**src/rtl/jzjpcc_scoreboard_hazard_unit.sv**
```systemverilog
// Register scoreboard and hazard unit: tracks long-latency destinations, generates stalls/flushes and EX bypass selects.
// Optional watchdog enabled by defining JZJPCC_SCOREBOARD_TIMEOUT_EN.
module jzjpcc_scoreboard_hazard_unit #(
    parameter int XLEN            = 32,
    parameter int REG_ADDR_WIDTH  = 5,
    parameter int MAX_OUTSTANDING = 4,
    parameter int TIMEOUT_CYCLES  = 256
) (
    input  logic                                   clock,
    input  logic                                   reset_n,
    input  logic [REG_ADDR_WIDTH-1:0]              rs1Addr_decode,
    input  logic [REG_ADDR_WIDTH-1:0]              rs2Addr_decode,
    input  logic [REG_ADDR_WIDTH-1:0]              rdAddr_decode,
    input  logic [REG_ADDR_WIDTH-1:0]              rs1Addr_execute,
    input  logic [REG_ADDR_WIDTH-1:0]              rs2Addr_execute,
    input  logic [REG_ADDR_WIDTH-1:0]              rdAddr_execute,
    input  logic [REG_ADDR_WIDTH-1:0]              rdAddr_memory,
    input  logic [REG_ADDR_WIDTH-1:0]              rdAddr_writeback,
    input  logic                                   rdWriteEnable_execute,
    input  logic                                   rdWriteEnable_memory,
    input  logic                                   rdWriteEnable_writeback,
    input  logic [XLEN-1:0]                        aluResult_memory,
    input  logic [XLEN-1:0]                        rd_writebackEnd,
    input  logic                                   longOpIssue_decode,
    input  logic                                   pcCTWriteEnable,
    input  logic                                   longOpDone,
    input  logic [REG_ADDR_WIDTH-1:0]              longOpDoneAddr,
    output logic                                   stall_fetch,
    output logic                                   stall_decode,
    output logic                                   flush_decode,
    output logic                                   flush_execute,
    output logic                                   bypassRS1_execute,
    output logic                                   bypassRS2_execute,
    output logic [XLEN-1:0]                        bypassValueRS1_execute,
    output logic [XLEN-1:0]                        bypassValueRS2_execute,
    output logic [$clog2(MAX_OUTSTANDING+1)-1:0]   outstandingCount,
    output logic                                   scoreboardError,
    output logic                                   scoreboardTimeout
);

    localparam int NUM_REGS = 2 ** REG_ADDR_WIDTH;
    localparam int CW       = $clog2(MAX_OUTSTANDING + 1);

    if (MAX_OUTSTANDING < 1 || MAX_OUTSTANDING > NUM_REGS - 1 || TIMEOUT_CYCLES < 1) begin : g_bad_param
        $error("jzjpcc_scoreboard_hazard_unit: illegal parameter combination");
    end

    logic [NUM_REGS-1:0] pending;
    logic [NUM_REGS-1:0] pending_next;
    logic                issue_accept;
    logic                done_valid;
    logic                data_stall;
    logic                waw_stall;
    logic                full_stall;
    logic                control_stall;
    logic                any_stall;

    // Stall terms read only current state, so issue_accept depending on stall_decode forms no loop.
    assign done_valid    = longOpDone && (longOpDoneAddr != '0) && pending[longOpDoneAddr];
    assign data_stall    = ((rs1Addr_decode != '0) && pending[rs1Addr_decode]) ||
                           ((rs2Addr_decode != '0) && pending[rs2Addr_decode]);
    assign waw_stall     = longOpIssue_decode && (rdAddr_decode != '0) && pending[rdAddr_decode];
    assign full_stall    = longOpIssue_decode && (outstandingCount == CW'(MAX_OUTSTANDING)) && !done_valid;
    assign control_stall = pcCTWriteEnable && rdWriteEnable_execute && (rdAddr_execute != '0) &&
                           ((rdAddr_execute == rs1Addr_decode) || (rdAddr_execute == rs2Addr_decode));
    assign any_stall     = data_stall || waw_stall || full_stall || control_stall;

    assign stall_fetch   = any_stall;
    assign stall_decode  = any_stall;
    assign flush_execute = any_stall;
    assign flush_decode  = pcCTWriteEnable && !any_stall;
    assign issue_accept  = longOpIssue_decode && !any_stall;

    // Clear before set so a same-register complete/reissue leaves the bit set.
    always_comb begin
        // NOTE: default assignment first so every path drives pending_next and no latch is inferred.
        pending_next = pending;
        if (done_valid)
            pending_next[longOpDoneAddr] = 1'b0;
        if (issue_accept && (rdAddr_decode != '0))
            pending_next[rdAddr_decode] = 1'b1;
        pending_next[0] = 1'b0;
    end

    // NOTE: sequential state uses non-blocking assignments so all flops update from pre-edge values.
    always_ff @(posedge clock or negedge reset_n) begin
        if (!reset_n) begin
            pending          <= '0;
            outstandingCount <= '0;
            scoreboardError  <= 1'b0;
        end else begin
            pending <= pending_next;
            if (issue_accept && !done_valid)
                outstandingCount <= outstandingCount + CW'(1);
            else if (done_valid && !issue_accept)
                outstandingCount <= outstandingCount - CW'(1);
            if (longOpDone && !done_valid)
                scoreboardError <= 1'b1;
        end
    end

    // Execute-stage bypass: memory stage is younger, so it wins over writeback.
    always_comb begin
        bypassRS1_execute      = 1'b0;
        bypassValueRS1_execute = '0;
        if (rs1Addr_execute != '0) begin
            if (rdWriteEnable_memory && (rs1Addr_execute == rdAddr_memory)) begin
                bypassRS1_execute      = 1'b1;
                bypassValueRS1_execute = aluResult_memory;
            end else if (rdWriteEnable_writeback && (rs1Addr_execute == rdAddr_writeback)) begin
                bypassRS1_execute      = 1'b1;
                bypassValueRS1_execute = rd_writebackEnd;
            end
        end
    end

    always_comb begin
        bypassRS2_execute      = 1'b0;
        bypassValueRS2_execute = '0;
        if (rs2Addr_execute != '0) begin
            if (rdWriteEnable_memory && (rs2Addr_execute == rdAddr_memory)) begin
                bypassRS2_execute      = 1'b1;
                bypassValueRS2_execute = aluResult_memory;
            end else if (rdWriteEnable_writeback && (rs2Addr_execute == rdAddr_writeback)) begin
                bypassRS2_execute      = 1'b1;
                bypassValueRS2_execute = rd_writebackEnd;
            end
        end
    end

`ifdef JZJPCC_SCOREBOARD_TIMEOUT_EN
    localparam int TW = $clog2(TIMEOUT_CYCLES + 1);

    logic [TW-1:0] watchdog_count;
    logic          watchdog_active;

    // Counts consecutive cycles with work in flight but no completion of any kind.
    assign watchdog_active = (outstandingCount != '0) && !longOpDone;

    always_ff @(posedge clock or negedge reset_n) begin
        if (!reset_n) begin
            watchdog_count    <= '0;
            scoreboardTimeout <= 1'b0;
        end else begin
            if (!watchdog_active)
                watchdog_count <= '0;
            else if (watchdog_count != TW'(TIMEOUT_CYCLES))
                watchdog_count <= watchdog_count + TW'(1);
            if (watchdog_active && (watchdog_count == TW'(TIMEOUT_CYCLES - 1)))
                scoreboardTimeout <= 1'b1;
        end
    end
`else
    assign scoreboardTimeout = 1'b0;
`endif

endmodule

```
**config.mk**
```make
export PLATFORM = sky130hd
export DESIGN_NAME = jzjpcc_scoreboard_hazard_unit
export DESIGN_NICKNAME = d
export VERILOG_FILES = /design/src/rtl/jzjpcc_scoreboard_hazard_unit.sv
export SDC_FILE = /design/constraint.sdc
export NUM_CORES = 1
export LEC_CHECK = 0
export ABC_AREA = 1
export BUFFER_PORTS_ARGS = -buffer_cell sky130_fd_sc_hd__buf_2
export CORE_MARGIN = 2
export CORE_UTILIZATION = 25
export DETAILED_ROUTE_END_ITERATION = 10
export SYNTH_ARGS = -nofsm -noshare
export SYNTH_HDL_FRONTEND = slang
export SYNTH_SLANG_ARGS = --single-unit
```
**constraint.sdc**
```tcl
create_clock -name clock -period 4.4 [get_ports clock]
set_input_delay 0.88 -clock clock [delete_from_list [all_inputs] [get_ports clock]]
set_output_delay 0.88 -clock clock [all_outputs]
set_load 0.005 [all_outputs]
```
### Yosys cells after proc, flatten, opt, wreduce, memory -nomap -nowiden

Index checks and enable logic that the tools add are counted.

* flip-flop bits (word level): 35

* eq/ne operators: 7
* $add $sub $neg: 2
* reduce and logical (&&, ||, !) cells: 39
* multiplexer cells: 28
* bitwise gates (word level): 3
* order comparisons: 6

Operator list (count)
* 2-to-1 mux 32 bit: 8
* nonzero test 5 bit: 7
* AND 32 bit: 1
* inverter 32 bit: 1
* OR 32 bit: 1
* equality test 5 bit: 6
* < comparator 5 x 6 -> 1 bit (second input constant): 4
* logical AND 1 bit: 23
* binary-select mux 1 bit (select 5 bit): 4
* 2-to-1 mux 1 bit: 12
* demux 1 bit (select 5 bit): 2
* greater-or-equal comparator 5 x 1 -> 1 bit (second input constant): 2
* 2-to-1 mux 3 bit: 2
* logical OR 1 bit: 5
* adder 3 x 1 -> 3 bit (second input constant): 1
* equality test 3 bit (second input constant): 1
* zero test 1 bit: 3
* subtractor 3 x 1 -> 3 bit (second input constant): 1
* nonzero test 2 bit: 1

### Logic depth before layout (Yosys ltp)

* word-level depth: 13
* mapped depth: 23
* gate-level depth less buffers: 21

### Worst setup path before layout

Ideal clock, no wire load.

* path kind: input to register
* from: input longOpDoneAddr[0]
* to: register outstandingCount[1]
* required time: 4275 ps
* cell stages on the path: 19
* path buffers: 2
* setup slack: 1289 ps
* data arrival time: 2986 ps
* setup time: 125 ps
* path through: buf_4 > inv_2 > buf_6 > nand2_1 > nand2_1 > nand2_1 > nand2_1 > nand2_1 > nand2_1 > nor2_2 > nand2_2 > a21oi_2 > nor2_4 > nand2_1 > nor2_1 > ha_1 > inv_1 > fa_1 > mux2_2

* cells in the longest elaborated chain, start to end: 12

RTL lines
* start: declaration: line 27 `input logic [REG_ADDR_WIDTH-1:0] longOpDoneAddr,`
* binary-select mux 1 bit (select 5 bit) or nonzero test 5 bit (tied branches): line 59 `assign done_valid = longOpDone && (longOpDoneAddr != '0) && pending[longOpDoneAddr];`
* 2-to-1 mux 1 bit (implied by the code) or logical AND 1 bit (tied branches): line 59
* logical AND 1 bit (*): line 59
* zero test 1 bit (*): line 63 `assign full_stall = longOpIssue_decode && (outstandingCount == CW'(MAX_OUTSTANDING)) && !done_valid;`
* logical AND 1 bit (*): line 63
* logical OR 1 bit (*) (2 in a row): line 66 `assign any_stall = data_stall || waw_stall || full_stall || control_stall;`
* net flush_execute: line 31 `output logic flush_execute,`
* zero test 1 bit (*): line 72 `assign issue_accept = longOpIssue_decode && !any_stall;`
* logical AND 1 bit (*): line 72
* zero test 1 bit: line 95 `else if (done_valid && !issue_accept)`
* logical AND 1 bit: line 95
* nonzero test 2 bit (no line)
* end signal: assignment: line 94 `outstandingCount <= outstandingCount + CW'(1);`
* end signal: assignment: line 96 `outstandingCount <= outstandingCount - CW'(1);`
* end: declaration: line 36 `output logic [$clog2(MAX_OUTSTANDING+1)-1:0] outstandingCount,`

Mark *: on every way through the listed nets, which the timed path passes. The rest lies on a longest branch. The select of a mux whose other input is x is not followed.
A chain may end at the register's enable or synchronous reset.

### Worst setup path in the final report

* from: input rdAddr_decode[0]
* to: output flush_decode

* cells in the longest elaborated chain, start to end: 8

RTL lines
* start: declaration: line 13 `input logic [REG_ADDR_WIDTH-1:0] rdAddr_decode,`
* binary-select mux 1 bit (select 5 bit) or nonzero test 5 bit (tied branches): line 62 `assign waw_stall = longOpIssue_decode && (rdAddr_decode != '0) && pending[rdAddr_decode];`
* 2-to-1 mux 1 bit (implied by the code) or logical AND 1 bit (tied branches): line 62
* logical AND 1 bit (*): line 62
* logical OR 1 bit (*) (3 in a row): line 66
* zero test 1 bit (*): line 71 `assign flush_decode = pcCTWriteEnable && !any_stall;`
* logical AND 1 bit (*): line 71
* end: declaration: line 30 `output logic flush_decode,`

Mark *: on every way between the ends. The rest lies on a longest branch, timed or not. The select of a mux whose other input is x is not followed.

==> qor.log <==
[clock_tree] hold buffers post-CTS 0
[clock_tree] clock buffers created by TritonCTS 5
[synthesis] arithmetic-cell share of the synthesized area counting full adders, half adders and majority gates 0.00662
[worst_setup_path] Setup crit end kind output port
[placement] Final Wtd Congestion 0.918
[synthesis] main area contributors after synthesis nand2_1, dfrtp_1, nor2_1, o21ai_0, inv_1
[worst_setup_path] CP Cell Sequence buf_2 > inv_4 > nand2_1 > nand2_1 > nand2_1 > nand2_1 > nand2_1 > nand2_1 > nor2_1 > nand2_1 > nand2_1 > nand2_1 > nor2_4 > nand2_1 > nor2_1 > buf_2
[worst_setup_path] Crit Path Max Fanout 32
[placement] port buffer count 190
[detailed_routing] detailed-route DRC error count 0
[grt] wire length of the first global-routing pass 29100 um
[synthesis] cell taking the most area after synthesis nand2_1
[detailed_routing] post-DR wirelength/cell 14.1 um
[floorplan] Top-Level Pins 192
[detailed_routing] per-cell via count in the routed design 4.71
[synthesis] nets in the synthesized netlist 1064
[synthesis] post-synthesis instance area 0.00492 mm2
[final_layout] post-layout net count 1228
[worst_setup_path] arrival time of data at the critical path endpoint 3.16 ns
[pwr] Switch Pwr 756 uW
[timing] Setup TNS Final 0 ns
[detailed_routing] DR pass1 iterations 6
[synthesis] post-synthesis mux area share 0.00229
[pwr] internal power summed over all cells 1030 uW
[worst_setup_path] worst setup path category in2out
[clock_tree] worst skew pair latency 0.28 ns
[synthesis] Unique masters post-synth 40
[detailed_routing] Detail Route Antenna Nets 0
[floorplan] Core Rows 51
[worst_setup_path] CP max stage delay 0.54 ns
[clock_tree] cts repair resizes 0
[detailed_routing] routed wire length 19400 um
[timing] unrepaired setup endpoints after global routing false
[clock_tree] setup repair bufs after CTS 0
[pwr] static leakage 0.00341 uW
[synthesis] library cell with the highest instance count after synthesis nand2_1
[pwr] part of the power in the clock network 0.260
[grt] number of antenna violations at the first check in global routing 4
[synthesis] sequential area share after synthesis 0.178
[detailed_routing] Detailed Route Iter0 Violations 459
[pwr] Comb pwr share 0.403
[clock_tree] CTS tree built
[worst_hold_path] classification of the worst-slack hold path reg2reg
[floorplan] standard cell core area 0.0194 mm2
[floorplan] height of the die 144 um
[clock_tree] clk slew on worst S/H paths 0.06 ns
[placement] DPL Wire Length 15500 um
[pwr] worst voltage drop across the vdd grid 0.000229 V
[detailed_routing] vias after detailed routing 6481
[timing] worst-margin pin slew 0.823 ns
[grt] GRT Overall Usage 0.176
[timing] final period utilization 0.919
[grt] total overflow reported by the global router 0
[clock_tree] CTS Root Buffer Type clkbuf_16
[timing] worst clock skew 0.00727 ns
[timing] number of pins exceeding their max-slew limit in the final report 0
[worst_setup_path] cell type of the slowest stage on the worst timing path nor2_4
[synthesis] Async S/R FF share, synth 1.00
[worst_setup_path] kind of cell adding the most delay to the critical path simple AND/OR/NAND/NOR gates
[floorplan] Die Outline Area 0.0208 mm2
[run] reported max-cap violation count 0
[synthesis] area fraction of the dominant cell type after synthesis 0.283
[worst_setup_path] library cell appearing most often on the critical path nand2_1
[clock_tree] CTS H-tree lvls 2
[synthesis] Synth Register Bits 35
[synthesis] combinational family with the most area after synthesis simple AND/OR/NAND/NOR gates
[pwr] switching share of power 0.424
[run_status] status finished clean
[synthesis] Post-Synth XOR/XNOR Area 0.0232
[timing] Achievable Freq 247 MHz
[synthesis] synthesized netlist cell count 945
[synthesis] count of flip-flops with a built-in enable after synthesis 0
[floorplan] x dimension of the die 144 um
[worst_setup_path] worst path buffer plus inverter count 3
[pwr] total power after layout 1780 uW
[final_layout] area growth from synthesis to layout 27.0%
[timing] time the final worst path needs with I/O delays and setup 4.04 ns
[synthesis] cell types with the highest counts after synthesis nand2_1, nor2_1, inv_1
[worst_setup_path] critical path launch point type primary input
[timing] Max-slew headroom 0.451
[worst_setup_path] CP required 3.52 ns
[timing] final-report setup violation count 0
[clock_tree] Bufs on Longest Clock Path 2
[synthesis] number of warnings printed during yosys synthesis 0
[synthesis] most instantiated flip-flop cell in the synthesis netlist dfrtp_1
[synthesis] synthesized area per cell 5.20 um2
[synthesis] simple-gate share of the synthesized area 0.497
[final_layout] fraction of layout instances using a drive strength above 1 0.211
[grt] maximum number of pins on one net before global-route repair 36
[clock_tree] Num Clock Sinks 35
[pwr] Seq pwr share 0.338
[pwr] pwr/cell area 285 mW/mm2
[synthesis] fraction of the mapped netlist area in compound gates 0.154
[timing] final number of hold-violating endpoints 0
[floorplan] initial core utilization 0.253
[grt] vias in the first global route 5576
## per-stage QoR
stage | hold slack [ns] | instances | worst slack, ns | cell area (um2) | utilization
3_3_place_gp | 0.457 | 1367 | 0.370 | 6050 | 0.312
4_1_cts | 0.480 | 1375 | 0.340 | 6240 | 0.322
2_1_floorplan | 0.466 | 945 | 1.29 | 4920 | -
5_1_grt | 0.514 | 1376 | 0.0489 | 6240 | 0.322
3_5_place_dp | 0.465 | 1367 | 0.348 | 6050 | 0.312
6_report | 0.479 | 1376 | 0.358 | 6240 | 0.322
## metal layers
metal  GRT usage  up-vias  part of all wire
met3      0.0205       29             0.084
met2       0.335      270              0.51
li1            -     3314                 -
met4      0.0445        4             0.018
met5           0        -            0.0017
met1       0.208     2864              0.39
## sequential cells by signal, indices dropped and copies added, names as in the netlist
register / flops
outstandingCount: 3
scoreboardError: 1
pending: 31
## cells in the final DEF, fill, tap and decap left out, types with 12 or more instances in the layout
cell type / netlist / layout
buf_2: 16 / 190
o21ai_0: 94 / 94
nand2_1: 371 / 371
nor2_1: 130 / 130
nand3_1: 36 / 36
inv_1: 96 / 96
buf_4: 10 / 16
nor3_1: 20 / 20
nand4_1: 32 / 32
dfrtp_1: 35 / 35
o21ai_1: 12 / 12
## worst paths after layout
check                            startpoint                  end  slack [ns]  depth (start not counted)
max in group asynchronous           reset_n          pending[16]        3.18                          1
min reg2reg                 scoreboardError      scoreboardError        0.48                          1
min in group asynchronous           reset_n           pending[1]        0.69                          1
max                        rdAddr_decode[0]         flush_decode        0.36                         16
max reg2reg                     pending[20]  outstandingCount[2]        1.22                         20
min                         scoreboardError      scoreboardError        0.48                          1
## kinds of logic (layout without fill, tap and decap cells)
kind of cell	after synthesis	after routing
buf+inv	154	319
simple gates	600	600
other cells	1	2
xor+xnor	13	13
compound gates	139	139
flops	35	35
mux	1	1
fa+ha+maj	2	2
## power by group through the flow
stage                     logic (uW)  clock network (uW)  registers (uW)
final                            717                 462             602
after CTS                        718                 465             594
after floorplan                  522                   0             515
after detailed placement         715                   0             599
after global placement           704                   0             603
after global routing             833                 483             611
## final cells by class
type | count | area (um2)
flip-flops and latches | 35 | 876
diodes | 1 | 2.50
well taps | 265 | 332
multi-input cells | 756 | 3360
inverters | 104 | 393
clock buffers | 6 | 129
repair buffers | 207 | 1090
fillers | 2245 | 13200
clock inverters | 2 | 60.1
(Power assumes the default switching activity.)
